--- src/rtl/instr_fetch_unit.sv ---
// instr_fetch_unit: PC sequencer feeding a small fetch queue between instruction memory and decode.
// Ports: i_clk/i_rst (sync active-high), i_enable, o_imem_addr/i_imem_data (combinational memory),
//        i_redirect/i_redirect_pc (flush + jump), o_valid/i_ready/o_instr/o_pc (decode handshake),
//        o_halted (zero-word halt status).
// Optional feature: define IFU_HALT_ON_ZERO_EN to stop fetching on an all-zero instruction word.
module instr_fetch_unit #(
    parameter logic [31:0] RESET_PC    = 32'h0000_0000,
    parameter int          QUEUE_DEPTH = 2
) (
    input  logic        i_clk,
    input  logic        i_rst,
    input  logic        i_enable,
    output logic [31:0] o_imem_addr,
    input  logic [31:0] i_imem_data,
    input  logic        i_redirect,
    input  logic [31:0] i_redirect_pc,
    output logic        o_valid,
    input  logic        i_ready,
    output logic [31:0] o_instr,
    output logic [31:0] o_pc,
    output logic        o_halted
);
    localparam int AW = $clog2(QUEUE_DEPTH);
    localparam logic [AW:0] DEPTH = (AW + 1)'(QUEUE_DEPTH);
    typedef enum logic [1:0] {IDLE, RUN, HALT} state_t;
    state_t        state;
    logic [31:0]   pc;
    logic [AW:0]   count;
    logic [AW-1:0] rd_ptr, wr_ptr;
    logic [31:0]   q_pc    [QUEUE_DEPTH];
    logic [31:0]   q_instr [QUEUE_DEPTH];
    logic          pop, cand, push, zero_word;
    // A pop in the same cycle frees the slot a full queue needs for the push.
    assign pop  = (count != 0) && i_ready && !i_redirect;
    assign cand = (state == RUN) && !i_redirect && ((count < DEPTH) || pop);
`ifdef IFU_HALT_ON_ZERO_EN
    assign zero_word = (i_imem_data == 32'h0000_0000);
`else
    assign zero_word = 1'b0;
`endif
    assign push        = cand && !zero_word;
    assign o_imem_addr = {2'b00, pc[31:2]};
    assign o_valid     = (count != 0);
    assign o_instr     = q_instr[rd_ptr];
    assign o_pc        = q_pc[rd_ptr];
    always_ff @(posedge i_clk) begin
        if (i_rst) begin
            state  <= IDLE;
            pc     <= RESET_PC;
            count  <= '0;
            rd_ptr <= '0;
            wr_ptr <= '0;
            for (int i = 0; i < QUEUE_DEPTH; i++) begin
                q_pc[i]    <= '0;
                q_instr[i] <= '0;
            end
        end else if (i_redirect) begin
            state  <= i_enable ? RUN : IDLE;
            pc     <= i_redirect_pc & ~32'h3;
            count  <= '0;
            rd_ptr <= '0;
            wr_ptr <= '0;
        end else begin
            if (push) begin
                q_pc[wr_ptr]    <= pc;
                q_instr[wr_ptr] <= i_imem_data;
                wr_ptr          <= wr_ptr + 1'b1;
                pc              <= pc + 32'd4;
            end
            if (pop)
                rd_ptr <= rd_ptr + 1'b1;
            count <= (push && !pop) ? count + 1'b1 : (pop && !push) ? count - 1'b1 : count;
            case (state)
                IDLE:    state <= i_enable ? RUN : IDLE;
                RUN:     state <= !i_enable ? IDLE : (cand && zero_word) ? HALT : RUN;
                default: state <= HALT;
            endcase
        end
    end
`ifdef IFU_HALT_ON_ZERO_EN
    logic halted;
    always_ff @(posedge i_clk) begin
        if (i_rst || i_redirect)
            halted <= 1'b0;
        else if (cand && zero_word && i_enable)
            halted <= 1'b1;
    end
    assign o_halted = halted;
`else
    assign o_halted = 1'b0;
`endif
endmodule

--- config.mk ---
export PLATFORM = sky130hd
export DESIGN_NAME = instr_fetch_unit
export DESIGN_NICKNAME = d
export VERILOG_FILES = /design/src/rtl/instr_fetch_unit.sv
export SDC_FILE = /design/constraint.sdc
export NUM_CORES = 1
export LEC_CHECK = 0
export CAP_MARGIN = 40
export CORE_MARGIN = 2
export CORE_UTILIZATION = 40
export CTS_CLUSTER_SIZE = 14
export DETAILED_ROUTE_END_ITERATION = 7
export PLACE_DENSITY = 0.66
export SLEW_MARGIN = 10
export SYNTH_ARGS = -nofsm -noshare
export SYNTH_HDL_FRONTEND = slang
export SYNTH_SLANG_ARGS = --single-unit
--- constraint.sdc ---
create_clock -name i_clk -period 8.73 [get_ports i_clk]
set_input_delay 2.1825 -clock i_clk [delete_from_list [all_inputs] [get_ports i_clk]]
set_output_delay 2.1825 -clock i_clk [all_outputs]
set_load 0.03 [all_outputs]
==> results_dict.tcl <==
set metrics [dict create \
    status "finished, final reports clean" \
    area_delta_synth_final_pct 31.0 \
    powerDensity_mw_per_mm2 184 \
    detail-route-antenna-nets 0 \
    wl_per_cell_um 19.1 \
    max_freq_mhz 211 \
    wl_um 19400 \
    hold_violations 0 \
    via_per_inst 5.53 \
    finClkSkew_ns 0.00798 \
    hold_path_class "register to register" \
    firstDrtPassIters 7 \
    drc_errors 0 \
    numCtsBuffers 17 \
    initial_utilization_pct 40.7 \
    final_common_cell "clkdlybuf4s50_1" \
    ir_drop_mv 0.133 \
    setup_tns_ns 0 \
    use_met1_pct 25.2 \
    clk_path_buf_depth 2 \
    drt-initial-drc-count 355 \
    drive_above_1_share_pct 15.7 \
    rsz0062_at_grt "no" \
    hold_ws_ns 0.481 \
    grt_pass1_wl_um 30300 \
    layout.cells.non_filler 1015 \
    place_inst 983 \
    worst_slew_pin_slew_ns 0.860 \
    cts_root_buf "clkbuf_16" \
    antenna_found_initial 0 \
    slew_viol_final 0 \
    grt_max_degree 70 \
    clk_pin_slew_worst_paths_ns 0.07 \
    row_count 50 \
    grt.total_usage_pct 19.4 \
    coreArea_mm2 0.0187 \
    fillers 1564 \
    syn_area_per_cell_um2 12.1 \
    path_max_fanout 69 \
    cts_tree "done" \
    postSynthCellCount 628 \
    cap_violations 0 \
    post_cts_buffers 0 \
    ys_seq_area_share_pct 58.6 \
    postLayoutCoreUtil_pct 53.4 \
    gp_congestion 0.856 \
    grtUsageMet2_pct 33.1 \
    antenna_cells 0 \
    p_leak_uw 0.00375 \
    synth_edf_count 124 \
    worst_ep_required_time_ns 8.83 \
    fin_area_mm2 0.00998 \
    port_buffers 159 \
    slew_headroom_pct 42.6 \
    clock_sinks 161 \
    critPathLaunchType "input pin" \
    synth-seq-cells 161 \
    path_class "input pin to register" \
    grt_pass1_vias 5605 \
    synth_async_sr_flop_share_pct 0 \
    ys_warn_count 0 \
    mostFrequentLayoutCells "159 x clkdlybuf4s50_1, 124 x edfxtp_1, 68 x and3_1, 67 x and2_1, 62 x mux2_2" \
    hpwl_um 12200 \
    busiest_layer "met2" \
    post_dp_cell_area_mm2 0.00941 \
    ys_types 54 \
    syn-cell-area_mm2 0.00762 \
    clkLatencyLatePin_ns 0.42 \
    io_pins 167 \
    die-area_mm2 0.0202 \
    setup_violations 0 \
    synthFlopType "edfxtp_1" \
    die_y_um 142 \
    finalCritPeriodShare_pct 54.3 \
    fin_crit_ns 4.74 \
    num-nets-final 839 \
    via_count 5612 \
    hold_buffers 0 \
    crit_path_end_kind "register" \
    grt_overflow_total 0 \
    cp.arrival_ns 4.84 \
    cts_resized 0 \
    h-tree-depth 4 \
    die_w_um 142 \
    gr-usage-met3_pct 3.97 \
]
==> cell families after synthesis <==
logic type,synth area share [%]
AO/OA/AOI/OAI,5.71
XOR/XNOR,1.38
adder cells (fa/ha/maj),0.328
buffers and inverters,3.74
flip-flops,58.6
multiplexers,9.16
other,0.0492
AND/OR/NAND/NOR,21.0
==> through the flow <==
step	power [uW]	setup slack, ns
final	1840	3.99
after CTS	1860	3.96
after global routing	1900	3.82
after global placement	1130	3.41
after floorplan	1020	0.910
after detailed placement	1140	3.52
==> where the power goes <==
| part | leakage, uW | switching (uW) | internal (uW) |
|---|---|---|---|
| Sequential | 0.00161 | 29.7 | 859 |
| Clock | 0.000273 | 302 | 420 |
| Combinational | 0.00187 | 128 | 102 |
==> layer usage <==
layer	routed length, um	vias up
met2	9620	194
met1	8360	2771
met5	0	-
met3	1220	18
li1	-	2629
met4	185	0
==> registers in the layout (all words and copies together) (netlist names), named ones only <==
name     cells
count        2
q_instr     64
q_pc        60
wr_ptr       1
rd_ptr       1
state        2
pc          30
==> worst paths after layout <==
kind              slack [ns]  startpoint        endpoint  cells past startpoint
setup reg to reg        5.91    state[1]  q_instr[1][28]                      6
hold reg to reg         0.48    state[1]        state[0]                      1
hold / removal          0.48    state[1]        state[0]                      1
setup / recovery        3.99  i_redirect  q_instr[1][28]                      8
==> synthesized netlist by cell type (2+ instances only) <==
cell	number	area share, %
nor4_1	14	1.1
and2_1	67	5.5
or2_2	4	0.33
clkbuf_1	39	1.9
nand4b_1	2	0.23
nand2_1	20	0.99
o31ai_1	4	0.39
a31oi_1	4	0.33
o21ai_0	7	0.46
nor2_1	31	1.5
o221ai_1	4	0.46
nand3_2	2	0.26
a211oi_1	9	0.89
a2111oi_0	2	0.23
nand3_1	13	0.85
nor2b_1	3	0.25
dfxtp_1	37	9.7
nor3_1	6	0.39
o2111a_1	3	0.44
a211o_1	2	0.23
buf_4	7	0.69
a2111oi_1	2	0.26
and2_2	2	0.20
edfxtp_1	124	49
a311oi_1	11	1.3
nand4_1	15	1.2
mux2_2	62	9.2
xor2_1	8	0.92
inv_1	7	0.34
and3_1	68	5.6
xnor2_1	4	0.46
or3_1	8	0.66
or4_1	6	0.59
buf_2	3	0.20
ha_1	2	0.33
buf_1	3	0.15
buf_6	3	0.44
nand2b_1	4	0.33
==> area by class of cell <==
| class | count | area (um^2) | area share, % |
|---|---|---|---|
| well taps | 234 | 293 | 2.93 |
| clock inverters | 14 | 141 | 1.42 |
| flip-flops and latches | 161 | 4470 | 44.7 |
| repair buffers | 172 | 1710 | 17.1 |
| inverters | 7 | 26.3 | 0.263 |
| clock buffers | 18 | 429 | 4.30 |
| multi-input cells | 409 | 2920 | 29.2 |
==> critical path: stages <==
cell and delay (ns):
clkdlybuf4s50_1 0.39, buf_4 0.23, or2_2 0.44, nor3_4 0.13, buf_4 0.59, nand2_1 0.20
nand2_4 0.34, buf_12 0.31
Note: power is estimated with default switching activity, not from simulation.
==> RTL change: new RTL, config.mk and constraints unchanged <==
The parameter `QUEUE_DEPTH` goes from 2 to 4.
--- a/src/rtl/instr_fetch_unit.sv
+++ b/src/rtl/instr_fetch_unit.sv
@@ -7,3 +7,3 @@
     parameter logic [31:0] RESET_PC    = 32'h0000_0000,
-    parameter int          QUEUE_DEPTH = 2
+    parameter int          QUEUE_DEPTH = 4
 ) (
Formal check against the unedited RTL: not equivalent (Yosys sat finds a counterexample within 10 cycles, from zero or initial values and one cycle with i_rst high).
==> RTL change against the unedited design <==
  * Fmax is 11% lower
  * Final area up 63%
  * Worst setup slack got worse by 0.56 ns
  * Sequential share of layout area rose by 6.2 points
  * Routed wire length is 60% higher
  * Sequential cell count is 128 higher
  * Synthesized area increased by 71%
  * Total power grew 77%
  * Critical path type unchanged
  * Largest power group unchanged
==> RTL change: results (changes against the unedited design) <==
{| class="wikitable"
! Metric !! Value
|-
| Wirelength, routed || 31,000 µm (+60%)
|-
| Top post-synthesis cells by area || edfxtp_1 (57%), mux4_2 (11%), dfxtp_1 (6.3%)
|-
| EDFF count, synth || 248 (+100%)
|-
| Most instantiated cells after synthesis || edfxtp_1 (248), and2_1 (124), and3_1 (121)
|-
| Dominant register cell in the synthesized netlist || edfxtp_1
|-
| Half-perimeter wire length of the detailed placement result || 18,190 µm (+49%)
|-
| Clock root buffer master || clkbuf_16
|-
| Share of the yosys chip area belonging to registers || 0.6342 (+0.04838)
|-
| Status || complete, no violations
|-
| First-pass iteration count of the detailed router || 5 (-2)
|-
| Fraction of layout instances using a drive strength above 1 || 0.1365 (-0.02100)
|-
| Vias || 8,189 (+46%)
|-
| Worst rel slew slack || 0.4099 (-0.01660)
|-
| Setup Fix Bufs, Post-CTS || 0 (unchanged)
|-
| Post-synthesis async set-or-reset flop share || 0 (unchanged)
|-
| Initial antenna violation count || 0 (unchanged)
|-
| Quantity of I/O buffers inserted on ports || 159 (unchanged)
|-
| Gate count of the mapped netlist || 925 (+47%)
|-
| CTS Buf Count || 31 (+14)
|-
| Largest regs || q_instr x128, q_pc x120, pc x30
|-
| Number of nets at the end of the flow || 1,124 (+34%)
|-
| Data arrival, critical path || 5.72 ns (+0.88 ns)
|-
| Number of DRC markers after the initial detailed-route iteration || 742 (+110%)
|-
| Worst Skew || 0.01395 ns (+0.005977 ns)
|-
| Post-synth cell types || 50 (-7.4%)
|-
| Antenna diode count || 0 (unchanged)
|-
| Number of cells upsized or downsized after cts || 0 (unchanged)
|-
| Worst hold path class || reg -> reg
|-
| Synth warnings || 0 (unchanged)
|-
| Reg2Reg Depth || 5 (-1)
|-
| Final estimated routing congestion in global placement || 0.7945 (-7.1%)
|-
| Number of cells on the worst hold path || 1 (unchanged)
|-
| First-pass GRT wire length || 47,980 µm (+58%)
|-
| Maximum number of pins on one net before global-route repair || 106 (+51%)
|-
| Global routing usage summed across all routing layers || 0.1831 (-0.01105)
|-
| Clk Latency, worst-skew pair || 0.56 ns (+0.14 ns)
|-
| Level count of the clock H-tree || 1 (-3)
|-
| Clock-pin transition on the worst setup and hold timing paths || 0.07 ns (about the same)
|-
| Maximum fanout encountered on the critical timing path || 105 (+52%)
|-
| Leakage power || 6.027 nW (+61%)
|-
| Vias in the first global route || 8,389 (+50%)
|-
| Maximum resistive drop on vdd || 142.8 µV (+7.7%)
|-
| Non-filler cells, final || 1,519 (+50%)
|-
| Maximum capacitance violations || 0 (unchanged)
|-
| Maximum number of buffers from clock root to sink || 3 (+1)
|}
RTL change: cell count changes after synthesis, moves of 11 or more:
cell and change:
and2_1 +57, and3_1 +53, clkbuf_1 +30, edfxtp_1 +124
inv_1 +11, mux2_2 -62, mux4_2 +62
RTL change: final timing paths:
| kind | from | to | slack (ns) |
|---|---|---|---|
| worst max-delay path | i_rst | q_instr[0][1] | 3.42 |
| worst min-delay path | state[1] | state[0] | 0.50 |
| worst max register to register | state[1] | q_instr[0][1] | 5.35 |
| worst min register to register | state[1] | state[0] | 0.50 |
RTL change: worst max-delay path, cell delays in order:
cell	delay, ns
clkdlybuf4s50_1	0.39
buf_4	0.26
or2_2	0.44
nor3_2	0.70
buf_4	0.60
buf_4	0.78
and3_1	0.28
RTL change: per-stage QoR:
step | hold slack [ns] | cell area [µm²] | worst slack, ns | utilization
final | 0.5005 | 16250 | 3.423 | 0.5031
after detailed placement | 0.4852 | 15150 | 2.874 | 0.4692
after floorplan | 0.4374 | 13050 | 3.598 | -
after global placement | 0.4596 | 14980 | 2.917 | 0.4640
after global routing | 0.5342 | 16250 | 3.152 | 0.5031
after CTS | 0.4968 | 16250 | 3.381 | 0.5031
RTL change: final cells by class:
class	count	area, µm²
Timing Repair Buffer	177	1834
Fill cell	2752	16040
Sequential cell	289	8275
Clock buffer	32	779.5
Tap cell	442	553.0
Inverter	18	67.56
Multi-Input combinational cell	535	4420
Clock inverter	26	315.3
RTL change: report_power, final:
group          internal (mW)  total, mW  switching [mW]
Clock                  0.856       1.41           0.549
Combinational          0.114      0.264           0.150
Sequential              1.55       1.59          0.0389
RTL change: kinds of logic (layout without fill, tap and decap cells):
| family | after synthesis | count (layout) | share of synthesized area |
|---|---|---|---|
| other | 1 | 5 | 0.0002876 |
| adder cells (fa/ha/maj) | 3 | 3 | 0.003455 |
| AO/OA/AOI/OAI | 65 | 65 | 0.03906 |
| XOR/XNOR | 12 | 12 | 0.008061 |
| flip-flops | 289 | 289 | 0.6342 |
| multiplexers | 63 | 63 | 0.1079 |
| buffers and inverters | 105 | 253 | 0.03205 |
| AND/OR/NAND/NOR | 387 | 387 | 0.1750 |
RTL change: layer usage:
metal / track usage / vias up / routed length (µm)
met5: 0 / - / 0
met4: 0.03680 / 0 / 396
met3: 0.02371 / 35 / 1838
met2: 0.3057 / 276 / 15050
met1: 0.2582 / 4083 / 13710
li1: - / 3795 / -
